--- config.mk ---
export PLATFORM = sky130hd
export DESIGN_NAME = pwrseq_cpu_rail_resp
export DESIGN_NICKNAME = d
export VERILOG_FILES = /design/src/rtl/pwrseq_cpu_rail_resp.sv
export SDC_FILE = /design/constraint.sdc
export NUM_CORES = 1
export LEC_CHECK = 0
export BUFFER_PORTS_ARGS = -buffer_cell sky130_fd_sc_hd__clkbuf_2
export CAP_MARGIN = 20
export CORE_AREA = 5 5 69 71
export CTS_CLUSTER_SIZE = 10
export DETAILED_ROUTE_END_ITERATION = 16
export DIE_AREA = 0 0 74 76
export PLACE_DENSITY = 0.92
export SETUP_SLACK_MARGIN = 0.05
export SYNTH_ARGS = -nofsm -noshare
export SYNTH_HDL_FRONTEND = slang
export SYNTH_SLANG_ARGS = --single-unit
--- constraint.sdc ---
create_clock -name CLK -period 3.95 [get_ports CLK]
set_input_delay 0.395 -clock CLK [delete_from_list [all_inputs] [get_ports CLK]]
set_output_delay 0.395 -clock CLK [all_outputs]
set_load 0.1 [all_outputs]
--- src/rtl/pwrseq_cpu_rail_resp.sv ---
// Power-sequence responder for the cpus side: two independent rail channels (CPU, MEM)
// that drive VR enables and return qualified power-good and latched fault status.
module pwrseq_cpu_rail_resp #(
  parameter int unsigned DEB_CYC  = 4,
  parameter int unsigned RAMP_TMO = 100
) (
  input  logic       CLK,
  input  logic       ResetN,
  input  logic       CPU_PwrEN,
  input  logic       MEM_PwrEN,
  input  logic       goOut_fltSt,
  input  logic       CPU_VrPG,
  input  logic       MEM_VrPG,
  output logic       CPU_VrEN,
  output logic       MEM_VrEN,
  output logic       CPU_PwrGD,
  output logic       MEM_PwrGD,
  output logic       CPU_PwrFLT,
  output logic       MEM_PwrFLT,
  output logic [1:0] CPU_FltCause,
  output logic [1:0] MEM_FltCause
);

  localparam int unsigned TW = $clog2(RAMP_TMO + 1);
  localparam logic [TW-1:0] DebLast = TW'(DEB_CYC - 1);
  localparam logic [TW-1:0] TmoLast = TW'(RAMP_TMO - 1);
  localparam logic [TW-1:0] CntMax  = '1;

  localparam logic [1:0] CauseNone = 2'b00;
  localparam logic [1:0] CauseTmo  = 2'b01;
  localparam logic [1:0] CauseDrop = 2'b10;

  typedef enum logic [1:0] {StOff, StRamp, StOn, StFault} state_e;

  // Index 0 is the CPU rail, index 1 the MEM rail.
  state_e        state_q [2];
  state_e        state_d [2];
  logic [TW-1:0] deb_q   [2];
  logic [TW-1:0] deb_d   [2];
  logic [TW-1:0] tmo_q   [2];
  logic [TW-1:0] tmo_d   [2];
  logic [1:0]    cause_q [2];
  logic [1:0]    cause_d [2];

  logic [1:0] sync1_q, pgs_q;
  logic [1:0] vr_en_q, vr_en_d;
  logic [1:0] pwr_gd_q, pwr_gd_d;
  logic [1:0] flt_q, flt_d;
  logic [1:0] en, pg_raw;

  assign en     = {MEM_PwrEN, CPU_PwrEN};
  assign pg_raw = {MEM_VrPG, CPU_VrPG};

  always_comb begin
    for (int r = 0; r < 2; r++) begin
      state_d[r] = state_q[r];
      deb_d[r]   = deb_q[r];
      tmo_d[r]   = tmo_q[r];
      cause_d[r] = cause_q[r];

      unique case (state_q[r])
        StOff: begin
          if (en[r] && !goOut_fltSt) state_d[r] = StRamp;
        end
        StRamp: begin
          tmo_d[r] = (tmo_q[r] == CntMax) ? tmo_q[r] : tmo_q[r] + TW'(1);
          if (pgs_q[r]) deb_d[r] = (deb_q[r] == CntMax) ? deb_q[r] : deb_q[r] + TW'(1);
          else          deb_d[r] = '0;
          // Disable beats qualification, qualification beats timeout.
          if (!en[r]) begin
            state_d[r] = StOff;
          end else if (pgs_q[r] && deb_q[r] == DebLast) begin
            state_d[r] = StOn;
          end else if (tmo_q[r] == TmoLast) begin
            state_d[r] = StFault;
            cause_d[r] = CauseTmo;
          end
        end
        StOn: begin
          if (!pgs_q[r]) deb_d[r] = (deb_q[r] == CntMax) ? deb_q[r] : deb_q[r] + TW'(1);
          else           deb_d[r] = '0;
          if (!en[r]) begin
            state_d[r] = StOff;
          end else if (!pgs_q[r] && deb_q[r] == DebLast) begin
            state_d[r] = StFault;
            cause_d[r] = CauseDrop;
          end
        end
        StFault: begin
          if (goOut_fltSt && !en[r]) begin
            state_d[r] = StOff;
            cause_d[r] = CauseNone;
          end
        end
        default: begin
          state_d[r] = StOff;
          cause_d[r] = CauseNone;
        end
      endcase

      if (state_d[r] != state_q[r]) begin
        deb_d[r] = '0;
        tmo_d[r] = '0;
      end

      vr_en_d[r]  = (state_d[r] == StRamp) || (state_d[r] == StOn);
      pwr_gd_d[r] = (state_d[r] == StOn);
      flt_d[r]    = (state_d[r] == StFault);
    end
  end

  always_ff @(posedge CLK) begin
    if (!ResetN) begin
      sync1_q  <= '0;
      pgs_q    <= '0;
      vr_en_q  <= '0;
      pwr_gd_q <= '0;
      flt_q    <= '0;
      for (int r = 0; r < 2; r++) begin
        state_q[r] <= StOff;
        deb_q[r]   <= '0;
        tmo_q[r]   <= '0;
        cause_q[r] <= CauseNone;
      end
    end else begin
      sync1_q  <= pg_raw;
      pgs_q    <= sync1_q;
      vr_en_q  <= vr_en_d;
      pwr_gd_q <= pwr_gd_d;
      flt_q    <= flt_d;
      for (int r = 0; r < 2; r++) begin
        state_q[r] <= state_d[r];
        deb_q[r]   <= deb_d[r];
        tmo_q[r]   <= tmo_d[r];
        cause_q[r] <= cause_d[r];
      end
    end
  end

  assign CPU_VrEN     = vr_en_q[0];
  assign MEM_VrEN     = vr_en_q[1];
  assign CPU_PwrGD    = pwr_gd_q[0];
  assign MEM_PwrGD    = pwr_gd_q[1];
  assign CPU_PwrFLT   = flt_q[0];
  assign MEM_PwrFLT   = flt_q[1];
  assign CPU_FltCause = cause_q[0];
  assign MEM_FltCause = cause_q[1];

endmodule

==> results.sh <==
export IMPL_hold_viol_final=0
export IMPL_diodes=0
export IMPL_relSlewSlack_pct=57.1
export IMPL_crit_family="compound AO/OA/AOI/OAI gates"
export IMPL_yosysUniqueCellTypes=53
export IMPL_io_pin_count=17
export IMPL_synth_flop_cell="dfxtp_1"
export IMPL_cts_buffers=5
export IMPL_cts_hold_fix_buffers=0
export IMPL_rsz0062_at_grt="no"
export IMPL_p_total_mw=1.03
export IMPL_cpPeakStageDelay_ns=0.45
export IMPL_synth_seq_area_share_pct=36.5
export IMPL_hpwl_um=3870
export IMPL_setup_viol=0
export IMPL_crit_start="state_q[0][0]$_SDFF_PN0_"
export IMPL_synth_area_um2=2520
export IMPL_area_growth_synth_to_final_pct=8.57
export IMPL_power_density_nw_per_um2=377
export IMPL_drt_initial_drc_count=170
export IMPL_path_buf_inv=1
export IMPL_via_per_inst=6.12
export IMPL_slew_violations=0
export IMPL_antenna_found_initial=0
export IMPL_hold_start="MEM_VrPG"
export IMPL_period_minus_slack_ns=2.57
export IMPL_ant_nets=0
export IMPL_fin_skew_ns=0.00977
export IMPL_cts_root_buf="clkbuf_8"
export IMPL_final_cell_area_um2=2740
export IMPL_power_leakage_nw=1.06
export IMPL_initial_utilization_pct=60.5
export IMPL_cp_end_kind="register"
export IMPL_drive_gt1_share_pct=12.3
export IMPL_worstPathArrival_ns=2.75
export IMPL_grt_usage_pct=21.2
export IMPL_fp_dieH_um=76
export IMPL_grt_ovfl_total=0
export IMPL_worst_setup_path_type="register to register"
export IMPL_routed_wl_um=5550
export IMPL_syn_inst=294
export IMPL_cts_tree="yes"
export IMPL_ys_ff_latch=46
export IMPL_fin_nets=331
export IMPL_worstPathMaxFanout=10
export IMPL_clockPowerShare_pct=34.0
export IMPL_whs_ns=0.298
export IMPL_timing_fmax_mhz=389
export IMPL_status="complete, no violations"
export IMPL_grt_max_degree=21
export IMPL_synth_nets=317
export IMPL_rows=24
export IMPL_p_sw_mw=0.313
export IMPL_clk_path_buf_depth=2
export IMPL_r2r_start="state_q[0][0]$_SDFF_PN0_"
export IMPL_cp_slowest_cell="dfxtp_1"
export IMPL_clk_pin_slew_worst_paths_ns=0.08
export IMPL_synth_edf_count=0
export IMPL_async_flop_share_pct=0
export IMPL_portBuffers=16
export IMPL_vias=2209
export IMPL_fin_crit_sh_pct=65.1
export IMPL_seq_power_share_pct=47.7
export IMPL_htree_num_levels=2
export IMPL_drc=0
export IMPL_swShare_pct=30.3
export IMPL_required_ns=4.13
export IMPL_post_cts_setup_buffers=0
export IMPL_internal_power_mw=0.719
export IMPL_hold_path_class="input pin to register"
export IMPL_combPwrFrac_pct=18.3
export IMPL_coreArea_um2=4170
export IMPL_startpoint_type="register"
export IMPL_clock_sinks=46
export IMPL_ctsResizeCount=0
export IMPL_place_congestion=0.996
export IMPL_grt_first_pass_wirelength_um=9550
export IMPL_worst_pin_slew_ns=0.644
export IMPL_first_pass_iters=5
export IMPL_wire_per_inst_um=15.4
export IMPL_post_route_util_pct=65.7
export IMPL_synth_area_per_cell_um2=8.59
export IMPL_fp_dieArea_um2=5620
export IMPL_placed_area_um2=2630
export IMPL_fin_tns_setup_ns=0
export IMPL_first_global_vias=2146
export IMPL_ir_drop_mv=0.459
export IMPL_yosysWarnings=0
export IMPL_drv_cap=0
export IMPL_die_x_um=74
export IMPL_clk_latency_ns=0.31
export IMPL_path_cells="inv_1 -> ha_1 -> o31ai_2 -> nand2_1 -> o22ai_1 -> a211oi_1 -> mux2i_2 -> nor3_1"
## cell families after synthesis
logic type	count (synthesis)	synth area share, %
AND/OR/NAND/NOR	125	26.2
XOR/XNOR	15	5.20
flip-flops	46	36.5
multiplexers	6	2.58
buffers and inverters	20	3.12
adder cells (fa/ha/maj)	16	7.93
AO/OA/AOI/OAI	66	18.5
## synth_stat cells, types with 5 or more instances
| cell type | count | share of area (%) |
|---|---|---|
| a211oi_1 | 6 | 1.8 |
| a21oi_1 | 15 | 3.0 |
| and2_1 | 12 | 3.0 |
| clkbuf_1 | 5 | 0.74 |
| dfxtp_1 | 46 | 36 |
| ha_1 | 16 | 7.9 |
| inv_1 | 11 | 1.6 |
| nand2_1 | 23 | 3.4 |
| nand3_1 | 12 | 2.4 |
| nand4_1 | 9 | 2.2 |
| nor2_1 | 30 | 4.5 |
| nor3_1 | 11 | 2.2 |
| o21ai_0 | 17 | 3.4 |
| or3_1 | 5 | 1.2 |
| xnor2_1 | 5 | 1.7 |
| xor2_1 | 10 | 3.5 |
## per-layer routing
metal / vias to the layer above / wire length [um] / global-route usage, % / share of wire (%)
li1: 1089 / - / - / -
met1: 1033 / 2210 / 24.9 / 40
met4: 0 / 121 / 7.61 / 2.2
met5: - / 0 / 0 / 0
met2: 73 / 2880 / 35.5 / 52
met3: 14 / 341 / 6.46 / 6.1
## cells in the final DEF (no fill, tap or decap), types with 6 or more instances in the layout
| cell | n |
|---|---|
| nor2_1 | 30 |
| nor3_1 | 11 |
| nand3_1 | 12 |
| nand2_1 | 23 |
| dfxtp_1 | 46 |
| inv_1 | 11 |
| clkbuf_2 | 16 |
| nand4_1 | 9 |
| ha_1 | 16 |
| a211oi_1 | 6 |
| o21ai_0 | 17 |
| a21oi_1 | 15 |
| xor2_1 | 10 |
| and2_1 | 12 |
## state kept, by name, summed over array words and instances (netlist names)
signal / cells
pwr_gd_q: 2
flt_q: 2
pgs_q: 2
vr_en_q: 2
state_q: 4
tmo_q: 14
sync1_q: 2
cause_q: 4
deb_q: 14
## power by group through the flow
stage | combinational, mW | sequential, mW | clock, mW
global route | 0.204 | 0.495 | 0.384
floorplan | 0.110 | 0.541 | 0
detailed placement | 0.185 | 0.504 | 0
global placement | 0.177 | 0.503 | 0
finish | 0.189 | 0.493 | 0.351
CTS | 0.187 | 0.493 | 0.358
## through the flow
stage / worst slack, ns / cells
6_report: 1.38 / 361
5_1_grt: 1.17 / 361
4_1_cts: 1.40 / 361
3_5_place_dp: 1.43 / 353
3_3_place_gp: 1.57 / 353
2_1_floorplan: 1.74 / 294
## final timing paths
kind,end,slack (ns),depth (start not counted)
max,tmo_q[0][6]$_SDFFE_PP0P_,1.38,8
min,sync1_q[1]$_SDFF_PN0_,0.30,2
max reg2reg,tmo_q[0][6]$_SDFFE_PP0P_,1.38,8
min reg2reg,pgs_q[1]$_SDFF_PN0_,0.44,1
## final cells by class
type | count | area [um2]
Multi-Input combinational cell | 228 | 1530
Inverter | 11 | 41.3
Sequential cell | 46 | 921
Fill cell | 337 | 1430
Clock buffer | 5 | 68.8
Timing Repair Buffer | 16 | 80.1
Clock inverter | 3 | 40.0
Tap cell | 52 | 65.1
No activity file was read; power rests on OpenSTA's default activity.
